### src/rtl/draw_pkg.sv
// Purpose: shared types and constants for the per-frame draw sequencer.
// Latency: n/a (declarations only).
// Backpressure: n/a.
package draw_pkg;

    // Default coordinate width; matches the frame-buffer address width.
    localparam int COORD_W = 11;

    // The bird always occupies slot 0 so it is drawn first, under the pipes.
    localparam int BIRD_IDX = 0;

    typedef enum logic [2:0] {
        IDLE       = 3'd0,
        CLEAR      = 3'd1,
        CLEAR_WAIT = 3'd2,
        SCAN       = 3'd3,
        WAIT       = 3'd4,
        DONE       = 3'd5
    } state_t;

    typedef struct packed {
        logic [COORD_W-1:0] x0;
        logic [COORD_W-1:0] y0;
        logic [COORD_W-1:0] x1;
        logic [COORD_W-1:0] y1;
    } coord_t;

endpackage

### src/rtl/obj_snapshot.sv
// Purpose: frame-stable copy of every requester's valid bit and endpoints, read by index.
// Latency: load takes effect on the next clock; read is combinational from the registers.
// Backpressure: none; loads whenever load_i is high.
//
// Ports: clock/reset (sync, active-high); load_i captures valid_i and the packed
// x0/y0/x1/y1 buses (object k at [k*N +: N]); rd_idx_i selects the object presented
// on rd_valid_o and rd_x0_o..rd_y1_o.
module obj_snapshot
    import draw_pkg::*;
#(
    parameter int N       = COORD_W,
    parameter int NUM_OBJ = 4,
    parameter int IDX_W   = $clog2(NUM_OBJ)
) (
    input  logic                 clock,
    input  logic                 reset,
    input  logic                 load_i,
    input  logic [NUM_OBJ-1:0]   valid_i,
    input  logic [NUM_OBJ*N-1:0] x0_i,
    input  logic [NUM_OBJ*N-1:0] y0_i,
    input  logic [NUM_OBJ*N-1:0] x1_i,
    input  logic [NUM_OBJ*N-1:0] y1_i,
    input  logic [IDX_W-1:0]     rd_idx_i,
    output logic                 rd_valid_o,
    output logic [N-1:0]         rd_x0_o,
    output logic [N-1:0]         rd_y0_o,
    output logic [N-1:0]         rd_x1_o,
    output logic [N-1:0]         rd_y1_o
);

    logic [NUM_OBJ-1:0]   valid_q;
    logic [NUM_OBJ*N-1:0] x0_q;
    logic [NUM_OBJ*N-1:0] y0_q;
    logic [NUM_OBJ*N-1:0] x1_q;
    logic [NUM_OBJ*N-1:0] y1_q;

    always_ff @(posedge clock) begin
        if (reset) begin
            valid_q <= '0;
            x0_q    <= '0;
            y0_q    <= '0;
            x1_q    <= '0;
            y1_q    <= '0;
        end else if (load_i) begin
            valid_q <= valid_i;
            x0_q    <= x0_i;
            y0_q    <= y0_i;
            x1_q    <= x1_i;
            y1_q    <= y1_i;
        end
    end

    assign rd_valid_o = valid_q[rd_idx_i];
    assign rd_x0_o    = x0_q[rd_idx_i*N +: N];
    assign rd_y0_o    = y0_q[rd_idx_i*N +: N];
    assign rd_x1_o    = x1_q[rd_idx_i*N +: N];
    assign rd_y1_o    = y1_q[rd_idx_i*N +: N];

endmodule

### src/rtl/draw_scheduler.sv
// Purpose: per-frame sequencer sharing the line drawer between one clear and NUM_OBJ sprites.
// Latency: clear_start one cycle after frame_start; each line_start one cycle after its SCAN slot.
// Backpressure: holds in SCAN while line_ready is low; waits on clear_done / line_done handshakes.
//
// Ports: frame_start begins a frame (snapshot of obj_valid/obj_* taken then); clear_start,
// line_start and frame_done are registered one-cycle pulses; x0..y1/obj_idx are registered
// and hold between draws; busy is high outside IDLE; overrun is sticky until reset.
// NUM_OBJ must be at least 2 so that IDX_W is non-zero.
module draw_scheduler
    import draw_pkg::*;
#(
    parameter int N       = COORD_W,
    parameter int NUM_OBJ = 4,
    parameter int IDX_W   = $clog2(NUM_OBJ)
) (
    input  logic                 clock,
    input  logic                 reset,
    input  logic                 frame_start,
    input  logic [NUM_OBJ-1:0]   obj_valid,
    input  logic [NUM_OBJ*N-1:0] obj_x0,
    input  logic [NUM_OBJ*N-1:0] obj_y0,
    input  logic [NUM_OBJ*N-1:0] obj_x1,
    input  logic [NUM_OBJ*N-1:0] obj_y1,
    input  logic                 clear_done,
    input  logic                 line_ready,
    input  logic                 line_done,
    output logic                 clear_start,
    output logic                 line_start,
    output logic [N-1:0]         x0,
    output logic [N-1:0]         y0,
    output logic [N-1:0]         x1,
    output logic [N-1:0]         y1,
    output logic [IDX_W-1:0]     obj_idx,
    output logic                 busy,
    output logic                 frame_done,
    output logic                 overrun
);

    localparam logic [IDX_W-1:0] LAST_IDX = IDX_W'(NUM_OBJ - 1);

    state_t           state_q;
    logic [IDX_W-1:0] idx_q;
    logic             clear_start_q;
    logic             line_start_q;
    logic             frame_done_q;
    logic             overrun_q;
    logic [IDX_W-1:0] obj_idx_q;
    logic [N-1:0]     x0_q, y0_q, x1_q, y1_q;

    logic             snap_load;
    logic             snap_vld;
    logic [N-1:0]     snap_x0, snap_y0, snap_x1, snap_y1;
    logic             at_last;

    // Only an idle scheduler accepts a new frame; a frame_start seen while busy
    // must not disturb the coordinates of the frame in flight.
    assign snap_load = frame_start && (state_q == IDLE);
    assign at_last   = (idx_q == LAST_IDX);

    obj_snapshot #(
        .N       (N),
        .NUM_OBJ (NUM_OBJ),
        .IDX_W   (IDX_W)
    ) u_snap (
        .clock      (clock),
        .reset      (reset),
        .load_i     (snap_load),
        .valid_i    (obj_valid),
        .x0_i       (obj_x0),
        .y0_i       (obj_y0),
        .x1_i       (obj_x1),
        .y1_i       (obj_y1),
        .rd_idx_i   (idx_q),
        .rd_valid_o (snap_vld),
        .rd_x0_o    (snap_x0),
        .rd_y0_o    (snap_y0),
        .rd_x1_o    (snap_x1),
        .rd_y1_o    (snap_y1)
    );

    always_ff @(posedge clock) begin
        if (reset) begin
            state_q       <= IDLE;
            idx_q         <= '0;
            clear_start_q <= 1'b0;
            line_start_q  <= 1'b0;
            frame_done_q  <= 1'b0;
            overrun_q     <= 1'b0;
            obj_idx_q     <= '0;
            x0_q          <= '0;
            y0_q          <= '0;
            x1_q          <= '0;
            y1_q          <= '0;
        end else begin
            // Pulses default low; each is raised for exactly one state transition.
            clear_start_q <= 1'b0;
            line_start_q  <= 1'b0;
            frame_done_q  <= 1'b0;

            // DONE counts as busy, so a frame_start coincident with frame_done overruns.
            if (frame_start && (state_q != IDLE)) begin
                overrun_q <= 1'b1;
            end

            case (state_q)
                IDLE: begin
                    if (frame_start) begin
                        idx_q         <= IDX_W'(BIRD_IDX);
                        clear_start_q <= 1'b1;
                        state_q       <= CLEAR;
                    end
                end
                CLEAR: begin
                    state_q <= CLEAR_WAIT;
                end
                CLEAR_WAIT: begin
                    if (clear_done) begin
                        state_q <= SCAN;
                    end
                end
                SCAN: begin
                    if (!snap_vld) begin
                        if (at_last) begin
                            frame_done_q <= 1'b1;
                            state_q      <= DONE;
                        end else begin
                            idx_q <= idx_q + IDX_W'(1);
                        end
                    end else if (line_ready) begin
                        x0_q         <= snap_x0;
                        y0_q         <= snap_y0;
                        x1_q         <= snap_x1;
                        y1_q         <= snap_y1;
                        obj_idx_q    <= idx_q;
                        line_start_q <= 1'b1;
                        state_q      <= WAIT;
                    end
                end
                WAIT: begin
                    if (line_done) begin
                        if (at_last) begin
                            frame_done_q <= 1'b1;
                            state_q      <= DONE;
                        end else begin
                            idx_q   <= idx_q + IDX_W'(1);
                            state_q <= SCAN;
                        end
                    end
                end
                DONE: begin
                    state_q <= IDLE;
                end
                default: begin
                    state_q <= IDLE;
                end
            endcase
        end
    end

    assign clear_start = clear_start_q;
    assign line_start  = line_start_q;
    assign frame_done  = frame_done_q;
    assign overrun     = overrun_q;
    assign busy        = (state_q != IDLE);
    assign obj_idx     = obj_idx_q;
    assign x0          = x0_q;
    assign y0          = y0_q;
    assign x1          = x1_q;
    assign y1          = y1_q;

endmodule

### config.mk
export PLATFORM = sky130hd
export DESIGN_NAME = draw_scheduler
export DESIGN_NICKNAME = d
export VERILOG_FILES = /design/src/rtl/draw_pkg.sv /design/src/rtl/obj_snapshot.sv /design/src/rtl/draw_scheduler.sv
export SDC_FILE = /design/constraint.sdc
export NUM_CORES = 1
export LEC_CHECK = 0
export ABC_AREA = 0
export BUFFER_PORTS_ARGS = -buffer_cell sky130_fd_sc_hd__clkbuf_2
export CAP_MARGIN = 20
export CORE_ASPECT_RATIO = 0.6
export CORE_MARGIN = 2
export CORE_UTILIZATION = 46
export DETAILED_ROUTE_END_ITERATION = 10
export HOLD_SLACK_MARGIN = 0.03
export PLACE_DENSITY = 0.74
export SKIP_CTS_REPAIR_TIMING = 1
export SYNTH_ARGS = -nofsm -noshare
export SYNTH_HDL_FRONTEND = slang
export SYNTH_HIERARCHICAL = 1
export SYNTH_SLANG_ARGS = --single-unit
### constraint.sdc
create_clock -name clock -period 2.7 [get_ports clock]
set_clock_uncertainty 0.2 [all_clocks]
set_input_delay 0.27 -clock clock [delete_from_list [all_inputs] [get_ports clock]]
set_output_delay 0.27 -clock clock [all_outputs]
set_load 0.05 [all_outputs]
; Yosys cells after proc, flatten, opt, wreduce, memory -nomap -nowiden
; Index checks and enable logic that the tools add are counted.
[classes]
addsub = 1
n_mul = 1
magnitude_cmp = 1
eq_ne = 11
shifts = 4
mux = 21
bitwise = 3
n_reduce_logical = 10
[ops]
columns = cell, n
row1 = variable part select 44 x 7 -> 11 bit, 4
row2 = 2-to-1 mux 3 bit, 7
row3 = one-hot mux 3 bit (5 select lines), 1
row4 = 2-to-1 mux 2 bit, 4
row5 = inequality test 2 bit (second input constant), 4
row6 = equality test 3 x 2 -> 1 bit (second input constant), 2
row7 = multiplier 2 x 4 -> 6 bit (second input constant), 1
row8 = 2-to-1 mux 1 bit, 6
row9 = inequality test 3 bit (second input constant), 2
row10 = one-hot mux 2 bit (3 select lines), 1
row11 = nonzero test 3 bit, 2
row12 = AND reduction 5 bit, 1
row13 = AND reduction 4 bit, 1
row14 = equality test 3 x 1 -> 1 bit (second input constant), 1
row15 = equality test 3 bit (second input constant), 1
row16 = logical NOT 3 bit, 1
row17 = less-than comparator 2 x 3 -> 1 bit (second input constant), 1
row18 = inverter 1 bit, 3
row19 = AND reduction 3 bit, 1
row20 = OR reduction 3 bit, 1
row21 = adder 2 x 1 -> 2 bit (second input constant), 1
row22 = binary-select mux 1 bit (select 2 bit), 1
row23 = equality test 2 bit (second input constant), 1
row24 = logical AND 1 bit, 2
row25 = 2 further kinds, 2
[totals]
reg_bits = 235
output_inout_bits = 51

; Longest topological paths before layout
[logic_depth]
ltp_word = 4
mapped_depth = 8
ltp_nobuf = 5

; Hierarchy
; The synthesis kept the hierarchy.
[modules_own_cells]
columns = mod, instances, cells_each, area_each_um2
row1 = obj_snapshot, 1, 635, 7509.7
row2 = draw_scheduler, 1, 254, 2122.0

; Worst setup path before layout
; OpenSTA, ideal clock, no wires.
[synth_timing]
path_type = register -> register
startpoint = reg state_q[2]
endpoint = reg u_snap.x0_q[0]
setup_ns = 0.117
arrival_ns = 1.943
setup_slack_ns = 0.440
stages_incl_launch_ff = 9
path_buffers = 4
synth_period_minus_slack_ns = 2.260
path_cell_list = dfxtp_1 -> buf_2 -> or3_1 -> nor2_1 -> buf_4 -> buf_6 -> buf_6 -> mux2i_1 -> nor2_1
[synth_via]
elab_chain_cells = 2
[synth_rtl]
columns = item, line
row1 = from (decl), draw_scheduler.sv:41  ; state_t state_q;
row2 = from (signal assigned), draw_scheduler.sv:83  ; state_q <= IDLE;
row3 = from (signal assigned), draw_scheduler.sv:110  ; state_q <= CLEAR;
row4 = from (signal assigned), draw_scheduler.sv:114  ; state_q <= CLEAR_WAIT;
row5 = logical NOT 3 bit, draw_scheduler.sv:57  ; assign snap_load = frame_start && (state_q == IDLE);
row6 = logical AND 1 bit, draw_scheduler.sv:57
row7 = named net snap_load, draw_scheduler.sv:50  ; logic snap_load;
row8 = to (signal assigned), obj_snapshot.sv:46  ; x0_q <= x0_i;
row9 = to (decl), obj_snapshot.sv:32  ; logic [NUM_OBJ*N-1:0] x0_q;
; The timed path passes the listed nets, and every way through them passes these cells.
; A chain may end at the register's enable or synchronous reset.

; Worst setup path in the final report
[layout_timing]
startpoint = reg state_q[2]
endpoint = reg u_snap.x0_q[7]
; Same word-level chain as after synthesis.

==> metrics list <==
* Leading area contributor after synthesis: sky130_fd_sc_hd__dfxtp_1
* Post-Route Utilization: 0.671
- For this run, the top clock speed supported by timing is 0.383 GHz.
- The share of total power dissipated in sequential elements is 0.400.
- Clock latency on the worst-skew pair, taken at its later pin, is 0.50 ns.
- Initial Utilization: 0.475
* Minimum setup slack in the final design: ~0.088 ns
* Category of cells accounting for the largest share of critical-path delay: buffers and inverters
- In this run the deepest clock path goes through 3 buffers.
- Max transition margin: 0.487
* GPL Wtd Cong: 0.841
- The via count of the first global-routing pass came to 7008.
- Worst R2R Path Depth: 6
- The first global-routing pass estimated 36000 um of wire.
* Total number of placement rows: 40
- Total DRC errors in the routed layout: 0
* Post-layout instance count excluding filler cells: 1583
* Leakage power figure: 5.83 nW
- Final clock period utilization by the worst path: 0.967
- Avg Vias per Cell: 5.07
- Relative to the synthesized area, the layout overhead comes to 41.2%.
- TritonCTS built the clock tree.
- Top-Level Pins: approximately 240
- Overall via count from detail_route: about 8000
- Counting the fill cells in the layout gives about 1400.
- In this run the critical register-to-register path is launched from state_q[2].
- The final hold violation count came to 1.
- With fillers left out, the area of the finished cells amounts to 0.0136 mm2.
- Summed over all layers, the routed wires come to 27100 um.
- In the final routed layout, each cell accounts on average for ~17 um.
- Clock slew at reported path FFs: 0.07 ns
- After synthesis the netlist holds a flip-flop and latch count of 235.
- Synthesis Warnings: 6
- Synthesized net count: 1076
- Worst-margin pin slew: ~0.77 ns
* Net count reported at finish: around 1500
* Number of sinks driven by the clock tree: 235
* Cell variety after synth: 37
- For hold timing, the worst endpoint is state_q[0].
* Sum of negative setup slack: 0 ns
- Number of nets with antenna violations after detailed routing: 0
- Root buf cell: sky130_fd_sc_hd__clkbuf_16
- Share of post-route cells with drive strength above 1: 0.263
* Cell Area, Synth: between 0.009 and 0.01 mm2
- HPWL reported at the end of detailed placement: 15500 um
- Power per standard cell area: 807 mW/mm2
- After layout, the design draws a total of 11.0 mW.
- After detailed placement, the total cell area comes to ~0.011 mm2.
- On the worst path, the slowest cell contributes a delay of 0.58 ns.
* Violated checks: negative hold slack
- Critical path peak fanout: 32
* TritonCTS Buffers: 22
- The number of placed instances, taps included, is 1351.
- The floorplan step defined a die boundary enclosing between 0.02 and 0.025 mm2.
- By area the synthesized netlist is led by sky130_fd_sc_hd__dfxtp_1 (49%), sky130_fd_sc_hd__mux2i_1 (19%), sky130_fd_sc_hd__mux4_2 (9.4%), sky130_fd_sc_hd__nor2_1 (7.3%), sky130_fd_sc_hd__nand2_1 (3.6%).
- Pre-CTS setup slack: a little over 0.4 ns
* Crit path arrival time: roughly 2.8 ns
* Die Width: 191 um
- Setup slack on the worst reg-to-reg path comes out at 0.09 ns.
* Total of buffers placed on input and output ports: 236
* Residual overflow from global routing: 0
- Pint: 7.74 mW
- Number of antenna violations at the first check in global routing: 1
- Of the synthesized area, sequential elements account for 0.488.
- The share of total power dissipated in the clock network is 0.305.
- In the global route stage, overall resource usage came out at 0.204.
- Worst vdd rail ir drop: 0.622 mV
- Summing all multi-input logic gate instances after layout gives ~0.0044 mm2.
- Mean post-synth cell area: 10.8 um2
- The startpoint identified for the worst hold timing path is line_ready.
* Shortest clock period the worst path allows after layout: 2.61 ns
- Logic pwr share: 0.296
* Hold Crit Depth: 4
- The final-report max-slew violation count came to 0.
- Entering global routing, the biggest net connects 92 pins.
- The pre-antenna-repair detailed-routing pass consisted of 5 iterations.
* Top-area cell type share of the netlist area: 0.488
- Area inside the core boundary: 0.0203 mm2
- In this run the worst hold path is classified as in -> reg.
- The run finished, with violations left.
- The sequential cells in the finished layout cover a total of 0.00471 mm2.
* Critical Setup Path Class: reg -> reg
- For this block, the initial DRC count from the detailed router was about 440.
- Die Span Y: 116 um
- Hold timing on the final database bottoms out at a slack of -0.0112 ns.
* Reg2reg end: u_snap/x0_q[7]
- Post-Syn Instances: 889
- For this design, the slowest cell found on the critical path is sky130_fd_sc_hd__dlygate4sd3_1.
* Sort of element at the end of the critical path: flop
- The tool flagged a number of max-cap violations equal to 0.
- Walking the worst path, the cells encountered are or3_1 > nor2_4 > buf_12 > mux2i_1 > nor2_1 > dlygate4sd3_1.
* Final Setup Violations: 0
* Type of origin of the critical path: flop
* Required @ worst endpoint: 2.89 ns
- The critical path contains buffers and inverters numbering 2 combined.
- In this run the number of H-tree levels came out at 1.
- Of the total power, the share spent switching nets is 0.294.
- The analysis attributes to net switching a power of 3.23 mW.
[layout make-up]
cell class              count  area share
clock inverters            12      0.0121
flip-flops and latches    235       0.346
inverters                   1    0.000276
diodes                      1    0.000184
multi-input cells         586       0.325
clock buffers              28      0.0452
well taps                 273      0.0251
repair buffers            447       0.246
[cell usage after synthesis (all sizes together)]
cell and n:
dfxtp 235, nor2 189, mux2i 182, nand2 93, a21oi 50, buf 50, mux4 45, clkbuf 17
a31oi 3, nor3 3, a311oi 2, and3b 2, mux2 2, nand2b 2, or3 2, a211oi 1
ha 1, inv 1, nand3 1, nand3b 1, nor2b 1, nor3b 1, nor4b 1, o21ai 1
o221ai 1, or2b 1, or3b 1
[kinds of logic (layout without fill, tap and decap cells)]
| group | count (synthesis) | after routing | synth area share |
|---|---|---|---|
| simple gates | 298 | 298 | 0.124 |
| mux | 229 | 229 | 0.299 |
| flops | 235 | 235 | 0.488 |
| compound gates | 58 | 58 | 0.0327 |
| buf+inv | 68 | 488 | 0.0543 |
| other cells | 0 | 1 | 0 |
| fa+ha+maj | 1 | 1 | 0.00130 |
[worst register-to-register path, cell delays in order (launching register included)]
cell and delay [ns]:
sky130_fd_sc_hd__dfxtp_1 0.44, sky130_fd_sc_hd__or3_1 0.52, sky130_fd_sc_hd__nor2_4 0.19, sky130_fd_sc_hd__buf_12 0.27
sky130_fd_sc_hd__mux2i_1 0.24, sky130_fd_sc_hd__nor2_1 0.06, sky130_fd_sc_hd__dlygate4sd3_1 0.58
[flip-flops by register name, summed over array words and instances (netlist names)]
register        cells
clear_start         1
x0                 11
u_snap/x1_q        44
u_snap/valid_q      4
u_snap/x0_q        44
u_snap/y0_q        44
frame_done          1
x1                 11
y1                 11
overrun             1
u_snap/y1_q        44
state_q             3
line_start          1
y0                 11
obj_idx             2
idx_q               2
[how the worst max path moves through the flow]
| stage | start | end | slack (ns) | depth (start not counted) |
|---|---|---|---|---|
| final | state_q[2] | u_snap/x0_q[7] | 0.09 | 6 |
| after global routing | state_q[2] | u_snap/x0_q[20] | -0.02 | 6 |
| after CTS | idx_q[0] | x1[6] | 0.37 | 6 |
| after detailed placement | state_q[2] | u_snap/x0_q[25] | 0.41 | 6 |
| after global placement | state_q[2] | u_snap/valid_q[1] | 0.46 | 6 |
| after floorplan | state_q[2] | u_snap/x0_q[0] | 0.44 | 8 |
[placed cells by master, fill, tap and decap left out, drive strengths merged]
| cell | netlist | final |
|---|---|---|
| a211oi | 1 | 1 |
| a21oi | 50 | 50 |
| a311oi | 2 | 2 |
| a31oi | 3 | 3 |
| and3b | 2 | 2 |
| buf | 50 | 21 |
| bufinv | 0 | 4 |
| clkbuf | 17 | 263 |
| clkinv | 0 | 8 |
| dfxtp | 235 | 235 |
| diode | 0 | 1 |
| dlygate4sd3 | 0 | 191 |
| ha | 1 | 1 |
| inv | 1 | 1 |
| mux2 | 2 | 2 |
| mux2i | 182 | 182 |
| mux4 | 45 | 45 |
| nand2 | 93 | 93 |
| nand2b | 2 | 2 |
| nand3 | 1 | 1 |
| nand3b | 1 | 1 |
| nor2 | 189 | 189 |
| nor2b | 1 | 1 |
| nor3 | 3 | 3 |
| nor3b | 1 | 1 |
| nor4b | 1 | 1 |
| o21ai | 1 | 1 |
| o221ai | 1 | 1 |
| or2b | 1 | 1 |
| or3 | 2 | 2 |
| or3b | 1 | 1 |
[per-layer routing]
metal	global-route usage	vias up	wire [um]
met5	0	-	0
met4	0.0450	0	531
met2	0.313	284	12800
met1	0.280	3826	11900
met3	0.0703	49	1840
li1	-	3868	-
[power groups by stage]
stage / sequential [mW] / combinational [mW] / clock (mW)
3_5_place_dp: 4.44 / 2.91 / 0
3_3_place_gp: 4.41 / 2.86 / 0
2_1_floorplan: 4.34 / 2.49 / 0
6_report: 4.39 / 3.24 / 3.34
4_1_cts: 4.37 / 2.93 / 3.39
5_1_grt: 4.45 / 3.48 / 3.55
Power figures use the tool's default switching activity.
